File: config.mk
export PLATFORM = sky130hd
export DESIGN_NAME = md_unit_flat
export DESIGN_NICKNAME = d
export VERILOG_FILES = /design/src/rtl/md_unit_pkg.sv /design/src/rtl/md_unit_if.sv /design/src/rtl/md_calc.sv /design/src/rtl/md_unit.sv /design/src/flat_wrapper.sv
export SDC_FILE = /design/constraint.sdc
export NUM_CORES = 2
export LEC_CHECK = 0
export ABC_AREA = 0
export CORE_MARGIN = 2
export CORE_UTILIZATION = 45
export DETAILED_ROUTE_END_ITERATION = 10
export GPL_TIMING_DRIVEN = 1
export PLACE_DENSITY = 0.68
export SYNTH_ARGS = -nofsm -noshare
export SYNTH_HDL_FRONTEND = slang
export SYNTH_SLANG_ARGS = --single-unit
File: constraint.sdc
create_clock -name clk -period 3.88 [get_ports clk]
set_clock_uncertainty 0.1 [all_clocks]
set_input_delay 0.388 -clock clk [delete_from_list [all_inputs] [get_ports clk]]
set_output_delay 0.388 -clock clk [all_outputs]
set_load 0.02 [all_outputs]
File: src/rtl/md_unit_pkg.sv
// Shared MD operation encodings, FSM state constants and decode helpers
// for the E-stage multiply/divide unit.
package md_unit_pkg;

    localparam logic [3:0] MD_NONE  = 4'd0;
    localparam logic [3:0] MD_MULT  = 4'd1;
    localparam logic [3:0] MD_MULTU = 4'd2;
    localparam logic [3:0] MD_DIV   = 4'd3;
    localparam logic [3:0] MD_DIVU  = 4'd4;
    localparam logic [3:0] MD_MFHI  = 4'd5;
    localparam logic [3:0] MD_MFLO  = 4'd6;
    localparam logic [3:0] MD_MTHI  = 4'd7;
    localparam logic [3:0] MD_MTLO  = 4'd8;

    localparam logic [0:0] ST_IDLE = 1'b0;
    localparam logic [0:0] ST_RUN  = 1'b1;

    function automatic logic is_md_start(input logic [3:0] op);
        return (op == MD_MULT) || (op == MD_MULTU) || (op == MD_DIV) || (op == MD_DIVU);
    endfunction

    function automatic logic is_div(input logic [3:0] op);
        return (op == MD_DIV) || (op == MD_DIVU);
    endfunction

    function automatic logic is_signed_op(input logic [3:0] op);
        return (op == MD_MULT) || (op == MD_DIV);
    endfunction

endpackage

File: src/rtl/md_unit_if.sv
// E-stage MD bus: operation/operands in, start/busy handshake and HI/LO results out.
interface md_unit_if;

    logic [3:0]  md_op;
    logic [31:0] rs_val;
    logic [31:0] rt_val;
    logic        start;
    logic        busy;
    logic [31:0] hi;
    logic [31:0] lo;
    logic [31:0] md_out;

    modport master (
        output md_op, rs_val, rt_val,
        input  start, busy, hi, lo, md_out
    );

    modport slave (
        input  md_op, rs_val, rt_val,
        output start, busy, hi, lo, md_out
    );

endinterface

File: src/rtl/md_calc.sv
// Combinational multiply/divide datapath producing the HI/LO pair for one MD op.
module md_calc
    import md_unit_pkg::*;
(
    input  logic [3:0]  md_op,
    input  logic [31:0] a,
    input  logic [31:0] b,
    output logic [31:0] res_hi,
    output logic [31:0] res_lo,
    output logic        div_by_zero
);

    logic        a_neg;
    logic        b_neg;
    logic [31:0] a_mag;
    logic [31:0] b_mag;
    logic [31:0] div_b;
    logic [31:0] quo;
    logic [31:0] rem;
    logic [63:0] prod;

    // Signed ops work on magnitudes and fix signs afterwards, so one unsigned
    // multiplier/divider serves both flavours (including the -2^31 corner cases).
    always_comb begin
        a_neg       = is_signed_op(md_op) & a[31];
        b_neg       = is_signed_op(md_op) & b[31];
        a_mag       = a_neg ? -a : a;
        b_mag       = b_neg ? -b : b;
        div_by_zero = is_div(md_op) && (b == '0);
        div_b       = div_by_zero ? 32'd1 : b_mag;
        quo         = a_mag / div_b;
        rem         = a_mag % div_b;
        prod        = {32'b0, a_mag} * {32'b0, b_mag};
        if (a_neg ^ b_neg) begin
            prod = -prod;
        end

        res_hi = '0;
        res_lo = '0;
        case (md_op)
            MD_MULT, MD_MULTU: begin
                res_hi = prod[63:32];
                res_lo = prod[31:0];
            end
            MD_DIV, MD_DIVU: begin
                res_lo = (a_neg ^ b_neg) ? -quo : quo;
                res_hi = a_neg ? -rem : rem;
            end
            default: ;
        endcase
    end

endmodule

File: src/rtl/md_unit.sv
// E-stage multiply/divide unit: holds architectural HI/LO, runs multi-cycle
// mult/div with a busy window, and serves mfhi/mflo/mthi/mtlo.
module md_unit
    import md_unit_pkg::*;
#(
    parameter int unsigned MULT_CYCLES = 5,
    parameter int unsigned DIV_CYCLES  = 10
) (
    input logic        clk,
    input logic        reset,
    md_unit_if.slave   md
);

    localparam logic [3:0] MULT_LOAD = 4'(MULT_CYCLES - 1);
    localparam logic [3:0] DIV_LOAD  = 4'(DIV_CYCLES - 1);

    logic [0:0]  state;
    logic [3:0]  counter;
    logic [31:0] hi_q;
    logic [31:0] lo_q;
    logic [31:0] pend_hi;
    logic [31:0] pend_lo;
    logic        pend_skip;
    logic [31:0] calc_hi;
    logic [31:0] calc_lo;
    logic        calc_dz;
    logic        start_w;

    md_calc u_calc (
        .md_op       (md.md_op),
        .a           (md.rs_val),
        .b           (md.rt_val),
        .res_hi      (calc_hi),
        .res_lo      (calc_lo),
        .div_by_zero (calc_dz)
    );

    assign start_w = is_md_start(md.md_op) && (state == ST_IDLE);

    always_ff @(posedge clk or negedge reset) begin
        if (!reset) begin
            state     <= ST_IDLE;
            counter   <= '0;
            hi_q      <= '0;
            lo_q      <= '0;
            pend_hi   <= '0;
            pend_lo   <= '0;
            pend_skip <= 1'b0;
        end else begin
            case (state)
                ST_IDLE: begin
                    if (start_w) begin
                        pend_hi   <= calc_hi;
                        pend_lo   <= calc_lo;
                        pend_skip <= calc_dz;
                        counter   <= is_div(md.md_op) ? DIV_LOAD : MULT_LOAD;
                        state     <= ST_RUN;
                    end else if (md.md_op == MD_MTHI) begin
                        hi_q <= md.rs_val;
                    end else if (md.md_op == MD_MTLO) begin
                        lo_q <= md.rs_val;
                    end
                end
                default: begin
                    // Result is committed on the edge that ends the busy window;
                    // a divide by zero still burns the full window but writes nothing.
                    if (counter == '0) begin
                        if (!pend_skip) begin
                            hi_q <= pend_hi;
                            lo_q <= pend_lo;
                        end
                        state <= ST_IDLE;
                    end else begin
                        counter <= counter - 4'd1;
                    end
                end
            endcase
        end
    end

    assign md.start = start_w;
    assign md.busy  = (state == ST_RUN);
    assign md.hi    = hi_q;
    assign md.lo    = lo_q;

    always_comb begin
        md.md_out = '0;
        case (md.md_op)
            MD_MFHI: md.md_out = hi_q;
            MD_MFLO: md.md_out = lo_q;
            default: ;
        endcase
    end

endmodule

File: src/flat_wrapper.sv
// flat-port wrapper written by rule: the top's interface ports become plain ports
module md_unit_flat import md_unit_pkg::*;
#(
    parameter int unsigned MULT_CYCLES = 5,
    parameter int unsigned DIV_CYCLES  = 10
)
  (clk, reset, md_md_op, md_rs_val, md_rt_val, md_start, md_busy, md_hi, md_lo, md_md_out);
  md_unit_if md_i ();
  input logic clk;
  input logic reset;
  input wire logic [$bits(md_i.md_op)-1:0] md_md_op;
  input wire logic [$bits(md_i.rs_val)-1:0] md_rs_val;
  input wire logic [$bits(md_i.rt_val)-1:0] md_rt_val;
  output wire logic [$bits(md_i.start)-1:0] md_start;
  output wire logic [$bits(md_i.busy)-1:0] md_busy;
  output wire logic [$bits(md_i.hi)-1:0] md_hi;
  output wire logic [$bits(md_i.lo)-1:0] md_lo;
  output wire logic [$bits(md_i.md_out)-1:0] md_md_out;
  assign md_i.md_op = md_md_op;
  assign md_i.rs_val = md_rs_val;
  assign md_i.rt_val = md_rt_val;
  assign md_start = md_i.start;
  assign md_busy = md_i.busy;
  assign md_hi = md_i.hi;
  assign md_lo = md_i.lo;
  assign md_md_out = md_i.md_out;
  md_unit #(.MULT_CYCLES(MULT_CYCLES), .DIV_CYCLES(DIV_CYCLES)) u_core (.clk(clk), .reset(reset), .md(md_i));
endmodule
==> metrics.txt <==
startpoint types input port; final setup margin -66.59 ns; status complete, but fails checks; max-slew violation count 0; via count 94700; Horiz. Die Dim 411 µm; Mapped Avg Cell Area 7.42 µm²; kind of critical path in2reg; Synth Warn # 0; fraction of layout cells with a size suffix above 1 0.348; crit-path most repeated cell buf_4; clk_lat worst skew 0.43 ns; Nets 15200; Worst Path Max Fanout 14; drt pass-1 iters 8; reg-to-reg setup timing slack 1.66 ns; All-Layer GR Usage 0.493; largest net degree at the start of global routing 100; post-synthesis sequential area ratio 0.0450; CTS clk-pin slew, worst paths 0.07 ns; Fin. Hold Viols 0; global-route wire length before repair 614000 µm; root buffer cell clkbuf_16; slew margin rel. 0.278; Die Y 411 µm; Initial Util 0.452; DRT Wirelength 429000 µm; number of synthesized flops with an enable pin 0; CTS tree done; Period minus WS final 70.47 ns; Largest delay share family, worst path compound AO/OA/AOI/OAI gates; asr flop ratio synth 1.00; Top Ports 168; DP Wirelength 349000 µm; f_max 14.2 MHz; Yosys cell types 107; max cap viols 0; RSZ-0062 raised after global routing yes; Routed WL per cell 27.4 µm; CTS Sinks 134; Placed Area 105000 µm²; failing checks negative setup slack; Detail Route Antenna Nets 0; worst-margin pin slew 1.08 ns; Worst EP arrival 70.66 ns; Net Count, Synth 11800; H-tree levels 4; Core Area 165000 µm²; Syn Inst Count 10000; WHS 0.400 ns; GPL Wtd Cong 1.14; vias in the first global route 92900; Setup Viol. Count Final 64; dpl ws -70.37 ns; initial DRC count 11900; flops & latches, synth 134; final design instance area without fill 112000 µm²; Synth Cell Area 74400 µm²; worst path required time 4.07 ns; Max stage delay on crit path 0.54 ns; die area 169000 µm²; antenna violations before repair 41; GRT Residual Overflow 0; Area Growth Syn to Fin 50.3%; # port buffers 167; CP bufs+invs 63; Final Cycle Share 18.2; Min-Delay Path Class reg2reg; Rows 149; CP endpoint kind flop; Longest Clk Path Bufs 2; DRC 0; Vias/cell 6.05; crit path max-delay cell type or4_4; Num CTS Buffers 17; top_reg_cell synth dfrtp_1
cell type report:
cell class	instances	area [µm²]
inverter	1192	4490
sequential	134	3360
clock inverter	15	159
tap	2189	2740
timing repair buffer	3794	29600
antenna	24	60.1
fill	13700	52700
multi-input combinational	8286	71000
clock buffer	17	425
registers in the layout, summed over array words and instances, names as in the netlist:
signal,cells
u_core.md.hi,32
u_core.md.lo,32
u_core.pend_hi,32
u_core.pend_lo,32
u_core.counter,4
u_core.md.busy,1
u_core.pend_skip,1
routing by layer:
metal	vias to the layer above	track usage	routed length (µm)
li1	40800	-	-
met1	45500	0.658	166000
met5	-	0	278
met2	6863	0.689	168000
met3	1512	0.173	64800
met4	38	0.276	31200
stage by stage:
| stage | utilization | cells | setup TNS, ns |
|---|---|---|---|
| CTS | 0.661 | 15500 | -4098.07 |
| global placement | 0.637 | 15300 | -4396.42 |
| detailed placement | 0.637 | 15300 | -4449.81 |
| floorplan | - | 10000 | -3956.33 |
| global route | 0.679 | 15600 | -4338.14 |
| finish | 0.680 | 15700 | -4204.28 |
cells by family (layout without fill, tap and decap cells):
family,after synthesis,after routing,synth area share
muxes,66,66,0.00958
AOI/OAI and AO/OA,2269,2269,0.199
other,0,24,0
DFF,134,134,0.0450
adders and majority gates,1697,1697,0.376
and+or+nand+nor,3637,3640,0.217
buffers and inverters,1612,5018,0.0817
xor gates and xnor gates,614,614,0.0722
placed cells by master, fill, tap and decap left out, drive strengths merged, types with 53 or more instances in the layout:
cell	n
a211oi	61
a21o	182
a21oi	657
a221oi	66
a31oi	116
and2	53
buf	3625
clkdlybuf4s50	166
dfrtp	134
fa	897
ha	800
inv	1186
nand2	1552
nand2b	54
nand3	167
nand4	94
nor2	1027
nor2b	84
nor3	227
nor4	65
o211ai	65
o21a	144
o21ai	434
o31ai	76
or2	68
or3	92
xnor2	391
xor2	223
tightest hold or removal path, cell delays in order, from the launching register on:
cell,delay (ns)
dfrtp_1,0.36
nand2_1,0.06
nand2_1,0.05
synth_stat cells, types with 22 or more instances:
cell      instances  area, µm²
nand4_1          94        588
fa_1            897      18000
and3_1           52        325
o21ai_0         413       2070
a211oi_1         61        458
o22ai_1          39        244
dfrtp_1         134       3350
o31ai_1          74        556
ha_1            800      10000
o21bai_1         50        375
or3_1            91        569
a31o_2           22        193
inv_1          1172       4400
a221oi_1         65        569
nand3_1         164        821
nor2_1         1025       3850
mux2_2           37        417
nand2b_1         54        338
a31oi_1         116        726
nor2b_1          84        526
or2_2            64        400
and2_1           52        325
or4_1            29        218
nand2_1        1551       5820
nor3_1          223       1120
xnor2_1         391       3420
o211ai_1         65        488
o21a_1          144       1080
buf_1            43        161
nor4_1           60        375
a21o_1          182       1370
mux2i_1          27        270
a22oi_1          24        180
xor2_1          223       1950
a21boi_0         26        195
a21oi_1         655       3280
clkbuf_1        355       1330
a22o_1           38        333
final timing paths:
kind                                              start                             end  cells after the start
max                                        md_rt_val[0]  u_core.pend_hi[26]$_DFFE_PN0P_                    351
min                        u_core.pend_skip$_DFFE_PN0P_    u_core.pend_skip$_DFFE_PN0P_                      2
max reg2reg                    u_core.md.busy$_DFF_PN0_    u_core.md.hi[13]$_DFFE_PN0P_                      6
min reg2reg                u_core.pend_skip$_DFFE_PN0P_    u_core.pend_skip$_DFFE_PN0P_                      2
max in group asynchronous                         reset   u_core.pend_hi[2]$_DFFE_PN0P_                      3
min in group asynchronous                         reset     u_core.md.hi[8]$_DFFE_PN0P_                      2
repair_timing:
action | in CTS | in global routing
pin swaps | 189 | 216
hold buffers | 1 | 0
buffers inserted | 196 | 110
endpoints found under the hold margin | 75 | 0
gates resized for setup | 413 | 429
endpoints found under the setup margin | 64 | 64
cloned | 3 | 3
Power is not shown: default switching activity piles up to over one toggle a cycle in this logic, so the estimate is an artifact.
